[config.mk]
export PLATFORM = sky130hd
export DESIGN_NAME = rst_seq_gen_flat
export DESIGN_NICKNAME = d
export VERILOG_FILES = /design/src/rtl/rst_seq_gen_if.sv /design/src/rtl/rst_seq_gen.sv /design/src/flat_wrapper.sv
export SDC_FILE = /design/constraint.sdc
export NUM_CORES = 1
export LEC_CHECK = 0
export CORE_MARGIN = 2
export CORE_UTILIZATION = 30
export CTS_CLUSTER_SIZE = 10
export DETAILED_ROUTE_END_ITERATION = 10
export GPL_ROUTABILITY_DRIVEN = 0
export PLACE_DENSITY_LB_ADDON = 0.05
export SYNTH_ARGS = -nofsm -noshare
export SYNTH_HDL_FRONTEND = slang
export SYNTH_SLANG_ARGS = --single-unit
export TNS_END_PERCENT = 50
[constraint.sdc]
create_clock -name clk -period 4.15 [get_ports clk]
set_clock_uncertainty 0.1 [all_clocks]
set_input_delay 0.83 -clock clk [delete_from_list [all_inputs] [get_ports clk]]
set_output_delay 0.83 -clock clk [all_outputs]
set_load 0.05 [all_outputs]
[src/rtl/rst_seq_gen_if.sv]
// Reset-sequencer request/status bundle: raw request in, stretched reset pulse and debug status out.
// Ports: rst_req (request level), rst_out (active-high reset pulse), busy, done (1-cycle), pulse_cnt.
// slave = sequencer side, master = requester/observer side.
interface rst_seq_gen_if #(
  parameter int CNT_W = 8
);
  logic             rst_req;
  logic             rst_out;
  logic             busy;
  logic             done;
  logic [CNT_W-1:0] pulse_cnt;

  modport slave (
    input  rst_req,
    output rst_out,
    output busy,
    output done,
    output pulse_cnt
  );

  modport master (
    output rst_req,
    input  rst_out,
    input  busy,
    input  done,
    input  pulse_cnt
  );
endinterface

[src/rtl/rst_seq_gen.sv]
// Reset sequencer: debounces rst_req, then issues a HOLD_CYC-long registered reset pulse followed by a cooldown.
// Latency: rst_out rises one cycle after the DEB_CYC+1-th consecutive high sample of rst_req; all outputs registered.
// Ports: clk, reset (sync, active-high) plus bus (slave): rst_req in; rst_out, busy, done, pulse_cnt out.
module rst_seq_gen #(
  parameter int DEB_CYC  = 4,
  parameter int HOLD_CYC = 16,
  parameter int COOL_CYC = 8,
  parameter int CNT_W    = 8
) (
  input  logic        clk,
  input  logic        reset,
  rst_seq_gen_if.slave bus
);

  localparam int MAXC = (DEB_CYC > HOLD_CYC) ?
                        ((DEB_CYC > COOL_CYC) ? DEB_CYC : COOL_CYC) :
                        ((HOLD_CYC > COOL_CYC) ? HOLD_CYC : COOL_CYC);
  localparam int CW   = $clog2(MAXC + 1);

  typedef enum logic [1:0] {
    IDLE     = 2'd0,
    DEBOUNCE = 2'd1,
    ASSERT   = 2'd2,
    COOLDOWN = 2'd3
  } state_t;

  state_t           state_q, state_d;
  logic [CW-1:0]    cnt_q, cnt_d;
  logic             rst_out_q, rst_out_d;
  logic             busy_q, busy_d;
  logic             done_q, done_d;
  logic [CNT_W-1:0] pcnt_q, pcnt_d;

  always_ff @(posedge clk) begin
    if (reset) begin
      // Reset lands directly in ASSERT so the power-on stretch reuses the normal hold path.
      state_q   <= ASSERT;
      cnt_q     <= CW'(HOLD_CYC - 1);
      rst_out_q <= 1'b1;
      busy_q    <= 1'b1;
      done_q    <= 1'b0;
      pcnt_q    <= '0;
    end else begin
      state_q   <= state_d;
      cnt_q     <= cnt_d;
      rst_out_q <= rst_out_d;
      busy_q    <= busy_d;
      done_q    <= done_d;
      pcnt_q    <= pcnt_d;
    end
  end

  always_comb begin
    state_d   = state_q;
    cnt_d     = cnt_q;
    rst_out_d = 1'b0;
    done_d    = 1'b0;
    pcnt_d    = pcnt_q;
    case (state_q)
      IDLE: begin
        if (bus.rst_req) begin
          state_d = DEBOUNCE;
          cnt_d   = CW'(DEB_CYC - 1);
        end
      end
      DEBOUNCE: begin
        if (!bus.rst_req) begin
          state_d = IDLE;
        end else if (cnt_q == '0) begin
          state_d   = ASSERT;
          cnt_d     = CW'(HOLD_CYC - 1);
          rst_out_d = 1'b1;
          // Saturate so a stuck request never wraps the debug count.
          if (pcnt_q != '1) pcnt_d = pcnt_q + 1'b1;
        end else begin
          cnt_d = cnt_q - 1'b1;
        end
      end
      ASSERT: begin
        if (cnt_q == '0) begin
          state_d = COOLDOWN;
          cnt_d   = CW'(COOL_CYC - 1);
          done_d  = 1'b1;
        end else begin
          cnt_d     = cnt_q - 1'b1;
          rst_out_d = 1'b1;
        end
      end
      COOLDOWN: begin
        if (cnt_q == '0) state_d = IDLE;
        else             cnt_d   = cnt_q - 1'b1;
      end
      default: state_d = IDLE;
    endcase
    // busy is a registered copy of "next state is not IDLE".
    busy_d = (state_d != IDLE);
  end

  assign bus.rst_out   = rst_out_q;
  assign bus.busy      = busy_q;
  assign bus.done      = done_q;
  assign bus.pulse_cnt = pcnt_q;

endmodule
[src/flat_wrapper.sv]
// flat-port wrapper written by rule: the top's interface ports become plain ports
module rst_seq_gen_flat 
#(
  parameter int DEB_CYC  = 4,
  parameter int HOLD_CYC = 16,
  parameter int COOL_CYC = 8,
  parameter int CNT_W    = 8
)
  (clk, reset, bus_rst_req, bus_rst_out, bus_busy, bus_done, bus_pulse_cnt);
  rst_seq_gen_if #(.CNT_W(CNT_W)) bus_i ();
  input  logic clk;
  input  logic reset;
  input wire logic [$bits(bus_i.rst_req)-1:0] bus_rst_req;
  output wire logic [$bits(bus_i.rst_out)-1:0] bus_rst_out;
  output wire logic [$bits(bus_i.busy)-1:0] bus_busy;
  output wire logic [$bits(bus_i.done)-1:0] bus_done;
  output wire logic [$bits(bus_i.pulse_cnt)-1:0] bus_pulse_cnt;
  assign bus_i.rst_req = bus_rst_req;
  assign bus_rst_out = bus_i.rst_out;
  assign bus_busy = bus_i.busy;
  assign bus_done = bus_i.done;
  assign bus_pulse_cnt = bus_i.pulse_cnt;
  rst_seq_gen #(.DEB_CYC(DEB_CYC), .HOLD_CYC(HOLD_CYC), .COOL_CYC(COOL_CYC), .CNT_W(CNT_W)) u_core (.clk(clk), .reset(reset), .bus(bus_i));
endmodule
==> metrics, run 1 <==
pin count of the biggest net entering global routing=19; Avg Cell Area, Syn=8.56 um2; GR met3 Demand/Resource=0.0384; mapped cell area=slightly below 1000 um2; layout cell share with drive strength beyond 1=0.0320; # DRC=0; post-route cell area=approximately 1200 um2; global route hottest layer=met2; total grt overflow=0; clock sink total=18; Worst Hold Class=flip-flop to flip-flop; final count of pins violating max slew=0; root buffer cell=clkbuf_4; Max Cap Viol=0; 1st-pass router iterations=2; Slew @ Worst Pin=slightly below 0.7 ns; first-pass GRT wire length=3640 um; met2 usage=0.207; post-synthesis cell type count=32; Hold Vio Cnt, Final=0; crit path DAT=about 2.6 ns; CP Capture Type=flip-flop; post-layout net count=about 140; postcts setup bufs=0; sequential share of the synthesized area=0.373; r2r setup slk=around 1.6 ns; M1 GR Usage=0.177; clock buffer depth=2; worst vdd ir=around 0.00021 V; EDFF count, synth=0; die width=just over 60 um; Pwr Total=around 0.55 mW; Post-synth ARST share=0; CTS Buf Count=3; period utilization=0.604; Setup CP Type=flip-flop to flip-flop; Yosys reg bits=18; height of the chip=just over 60 um; dpl hpwl=between 1500 and 2000 um; I/O Pins=14; core area=slightly above 3000 um2; vias after detailed routing=858; area added between synthesis and finish=19.8%; CP Max Fanout=9; CP cell instances=inv_1, ha_1, or4b_1, or3_1, or4_1, a21oi_1; ys flop type=dfxtp_1; I/O Buffers=13; Slowest-stage cell, CP=or4b_1; Max-slew headroom=0.534; status=finished, final reports clean; setup violators final=0; DR WL/cell=~13 um; Total Neg Setup Slack=0 ns; gr usage total=0.131; Pwr per Cell Area=472 nW/um2; max incr delay on CP=0.63 ns; WL final=between 2000 and 2500 um; antenna violations before repair=0; vias in the first global route=roughly 790; post_cts resized=0; WHS=approximately 0.38 ns; Hold-fix buffers, CTS=0; Cells after Synth=113; Syn Nets=between 100 and 150; FMAX=roughly 400 MHz; crit start category=flip-flop; RSZ-0062 raised after global routing=false; number of diodes=0; DP Area=1140 um2; post-route ant nets=0; number of synthesis warnings=0; Skew-Pair Late Insertion Delay=slightly below 0.3 ns; clock transition at the registers of the reported paths=approximately 0.10 ns; H-tree depth=1; drt via density=approximately 5.1; endpoint required time on the critical path=approximately 4.3 ns; leak pwr=approximately 0.43 nW; Die ar.=approximately 3700 um2; minimum clock period after layout=around 2.5 ns; Initial Util=0.317; Rows=20; number of DRC markers in iteration 0=36; CTS tree=done
-- flip-flops by register name, indices dropped and copies added (netlist names) --
register	count
u_core.bus.busy	1
u_core.bus.done	1
u_core.bus.pulse_cnt	8
u_core.bus.rst_out	1
u_core.cnt_q	5
u_core.state_q	2
-- cells in the mapped netlist, types with 2 or more instances --
cell type  count  area, um2
dfxtp_1       18        360
nor3_1         2       10.0
nand2_1        7       26.3
nand2b_1       3       18.8
a21oi_1       11       55.1
nand3_1        5       25.0
or3_1          3       18.8
nor2_1         5       18.8
o31ai_1        7       52.6
or4_1          4       30.0
clkbuf_1       3       11.3
a211o_1        2       17.5
inv_1          9       33.8
o22ai_1        2       12.5
a21o_1         2       15.0
mux2i_1        2       20.0
o21ai_0        7       35.0
ha_1           7       87.6
-- cell type report --
class / instances / area, um2
well taps: 44 / 55.1
clock buffers: 3 / 22.5
multi-input cells: 82 / 557
fillers: 333 / 1890
repair buffers: 13 / 130
inverters: 9 / 33.8
flip-flops and latches: 18 / 360
-- kinds of logic after synthesis --
logic type	after synthesis	synth area share
AO/OA/AOI/OAI	37	0.248
XOR/XNOR	1	0.00906
buffers and inverters	13	0.0517
adder cells (fa/ha/maj)	7	0.0906
flip-flops	18	0.373
AND/OR/NAND/NOR	35	0.207
multiplexers	2	0.0207
-- metal layers --
layer | vias up | routed length [um] | share of wire
met3 | 2 | 54 | 0.026
met2 | 10 | 928 | 0.44
li1 | 447 | - | -
met4 | 0 | 15 | 0.0071
met5 | - | 0 | 0
met1 | 399 | 1120 | 0.53
-- per-stage QoR --
stage,setup WS (ns),utilization,std cells
2_1_floorplan,1.88,-,113
3_3_place_gp,1.49,0.372,166
3_5_place_dp,1.43,0.372,166
4_1_cts,1.64,0.380,169
5_1_grt,1.48,0.380,169
6_report,1.64,0.380,169
-- path summary, 6_finish.rpt --
path / start / end / depth (start not counted)
setup / recovery: u_core.cnt_q[0]$_SDFFE_PP1P_ / u_core.bus.pulse_cnt[7]$_SDFFE_PP0P_ / 6
hold / removal: u_core.cnt_q[4]$_SDFFE_PP0P_ / u_core.cnt_q[4]$_SDFFE_PP0P_ / 2
setup reg to reg: u_core.cnt_q[0]$_SDFFE_PP1P_ / u_core.bus.pulse_cnt[7]$_SDFFE_PP0P_ / 6
hold reg to reg: u_core.cnt_q[4]$_SDFFE_PP0P_ / u_core.cnt_q[4]$_SDFFE_PP0P_ / 2
-- placed cells by master (no fill, tap or decap) --
master           instances
a21boi_0                 1
a221o_1                  1
inv_1                    9
dfxtp_1                 18
xor2_1                   1
nor2b_1                  1
a21o_1                   2
a22oi_1                  1
nor3_1                   2
nand2b_1                 3
clkbuf_4                 3
nand4_1                  1
or3_1                    3
o22ai_1                  2
ha_1                     7
o21ai_0                  7
nor4b_1                  1
a2111o_1                 1
or4b_1                   1
a211o_1                  2
a21oi_1                 11
nor4_1                   1
or4_1                    4
o2111ai_1                1
nand2_1                  7
o21bai_1                 1
nor4b_2                  1
mux2i_1                  2
nor2_1                   5
nand3_1                  5
o31ai_1                  7
clkdlybuf4s50_1         13
-- where the power goes --
part	switching (mW)	internal, mW	total [mW]
Combinational	0.132	0.0948	0.227
Sequential	0.0308	0.203	0.233
Clock	0.0532	0.0337	0.0869
Total	0.216	0.331	0.547
-- worst max-delay path, delay by kind of cell, from the launching register on --
family                   cells  cell delay (ns)
AND/OR/NAND/NOR              3             1.54
flip-flops                   1             0.37
buffers and inverters        1             0.07
AO/OA/AOI/OAI                1             0.14
adder cells (fa/ha/maj)      1             0.22
Power figures use the tool's default switching activity.
==> run 2: changes to the inputs <==
clock period = 2.19 ns   (was 4.15 ns; I/O delays follow)
==> metrics, run 2 (same netlist as run 1, synthesis figures left out) <==
status=finished, final reports clean (unchanged); CP Capture Type=flip-flop (unchanged); Max-slew headroom=0.665 (was 0.534); reg2reg path depth=6 (unchanged); setup violators final=0 (unchanged); filler instances=336 (was 333); CP endpoint=u_core.bus.pulse_cnt[7]$_SDFFE_PP0P_ (unchanged); most frequent cells in the layout=16 x dfxtp_1, 13 x buf_4, 11 x clkdlybuf4s50_1 (was 18 x dfxtp_1, 13 x clkdlybuf4s50_1, 11 x a21oi_1); CP bufs+invs=1 (unchanged); period utilization=0.993 (was 0.604); post-place setup slack=-0.00436 ns (was 1.43 ns); Worst Hold Class=flip-flop to flip-flop (unchanged); leak pwr=0.533 nW (was 0.430 nW); Pwr per Cell Area=894 nW/um2 (was 472 nW/um2); Critical Path Start=u_core.cnt_q[0]$_SDFFE_PP1P_ (unchanged); post-route setup slack=0.0150 ns (was 1.64 ns); layout cell share with drive strength beyond 1=0.194 (was 0.0320); r2r endpoint=u_core.bus.pulse_cnt[7]$_SDFFE_PP0P_ (unchanged); Die ar.=3690 um2 (unchanged); Skew-Pair Late Insertion Delay=0.30 ns (was 0.29 ns); root buffer cell=clkbuf_4 (unchanged); area of the multi-input gates=586 um2 (was 557 um2); CP cell instances=inv_2, ha_4, or4b_4, or3_4, or4_4, a21oi_2 (was inv_1, ha_1, or4b_1, or3_1, or4_1, a21oi_1); 1st-pass router iterations=4 (was 2); Initial Util=0.317 (unchanged); worst vdd ir=0.000468 V (was 0.000212 V); minimum clock period after layout=2.18 ns (was 2.51 ns); core area=3050 um2 (unchanged); gr usage total=0.144 (was 0.131); vias after detailed routing=901 (was 858); Setup CP Type=flip-flop to flip-flop (unchanged); endpoint required time on the critical path=2.33 ns (was 4.27 ns); dpl hpwl=1630 um (was 1530 um); Worst R2R Start=u_core.cnt_q[0]$_SDFFE_PP1P_ (unchanged); Hold Vio Cnt, Final=0 (unchanged); number of diodes=0 (unchanged); Reg area=363 um2 (was 360 um2); commonest non-fill, non-tap cell in the layout=dfxtp_1 (unchanged); RSZ-0062 raised after global routing=true (was false); DR WL/cell=12.5 um (about the same); max reg flops=8 (unchanged); max incr delay on CP=0.49 ns (was 0.63 ns); crit start category=flip-flop (unchanged); total grt overflow=0 (unchanged); Worst path top cell family by delay=simple AND/OR/NAND/NOR gates (unchanged); vias in the first global route=834 (was 793); CP Max Fanout=5 (was 9); # DRC=0 (unchanged); first-pass GRT wire length=3910 um (was 3640 um); clock transition at the registers of the reported paths=0.11 ns (was 0.10 ns); number of DRC markers in iteration 0=31 (was 36); fin util=0.428 (was 0.380); CTS tree=done (unchanged); crit path DAT=2.32 ns (was 2.62 ns); post-layout net count=150 (was 137); WL final=2290 um (was 2110 um); CTS Buf Count=3 (unchanged); Max Cap Viol=0 (unchanged); antenna violations before repair=0 (unchanged); height of the chip=60.8 um (unchanged); pin count of the biggest net entering global routing=12 (was 19); FMAX=460 MHz (was 399 MHz); clock buffer depth=2 (unchanged); clock sink total=18 (unchanged); I/O Pins=14 (unchanged); I/O Buffers=13 (unchanged); H-tree depth=1 (unchanged); r2r setup slk=0.01 ns (was 1.64 ns); final count of pins violating max slew=0 (unchanged); Slew @ Worst Pin=0.501 ns (was 0.696 ns); Slowest-stage cell, CP=or4b_4 (was or4b_1); number of stages on the worst setup path=6 (unchanged); Rows=20 (unchanged); die width=60.8 um (unchanged); area added between synthesis and finish=35.1% (was 19.8%); post-route ant nets=0 (unchanged); drt via density=4.92 (was 5.08)
## run 2: report_power, final
part           switching, mW  internal [mW]
combinational          0.279          0.238
sequential            0.0485          0.387
clock                  0.115          0.102
total                  0.442          0.726
## run 2: layout make-up
class,instances,share of cell area
flip-flops and latches,18,0.278
repair buffers,26,0.178
inverters,9,0.0259
well taps,44,0.0421
clock buffers,4,0.0278
multi-input cells,82,0.448
## run 2: how the worst min path moves through the flow
| stage | endpoint | cells after the start | start |
|---|---|---|---|
| after floorplan | u_core.cnt_q[4]$_SDFFE_PP0P_ | 2 | u_core.cnt_q[4]$_SDFFE_PP0P_ |
| after global placement | u_core.cnt_q[4]$_SDFFE_PP0P_ | 2 | u_core.cnt_q[4]$_SDFFE_PP0P_ |
| after detailed placement | u_core.cnt_q[4]$_SDFFE_PP0P_ | 2 | u_core.cnt_q[4]$_SDFFE_PP0P_ |
| after CTS | u_core.cnt_q[4]$_SDFFE_PP0P_ | 2 | u_core.cnt_q[4]$_SDFFE_PP0P_ |
| after global routing | u_core.cnt_q[4]$_SDFFE_PP0P_ | 2 | u_core.cnt_q[4]$_SDFFE_PP0P_ |
| final | u_core.cnt_q[4]$_SDFFE_PP0P_ | 2 | u_core.cnt_q[4]$_SDFFE_PP0P_ |
## run 2: per-stage QoR
step / std cells / TNS, ns / cell area (um2) / hold slack (ns) / total power, mW
floorplan: 113 / 0 / 981 / 0.350 / 0.777
global placement: 176 / 0 / 1220 / 0.371 / 0.919
detailed placement: 176 / -0.00436 / 1220 / 0.378 / 0.919
CTS: 180 / 0 / 1250 / 0.393 / 1.14
finish: 183 / 0 / 1310 / 0.389 / 1.17
global route: 183 / -0.0534 / 1310 / 0.432 / 1.27
## run 2: timing repair
item	in CTS	in global routing
resized for setup	0	9
buffers inserted	0	3
hold buffers	0	0
setup endpoints to repair	0	3
## run 2: tightest hold or removal path, cell delays in order (launching register included)
cell      delay, ns
dfxtp_1        0.35
nand2b_1       0.07
a21oi_1        0.04
## run 2: layer usage
metal | wire length [um] | track usage | share of wire
met2 | 996 | 0.200 | 0.43
met5 | 0 | 0 | 0
met4 | 37 | 0.0652 | 0.016
met1 | 1190 | 0.208 | 0.52
met3 | 64 | 0.0362 | 0.028
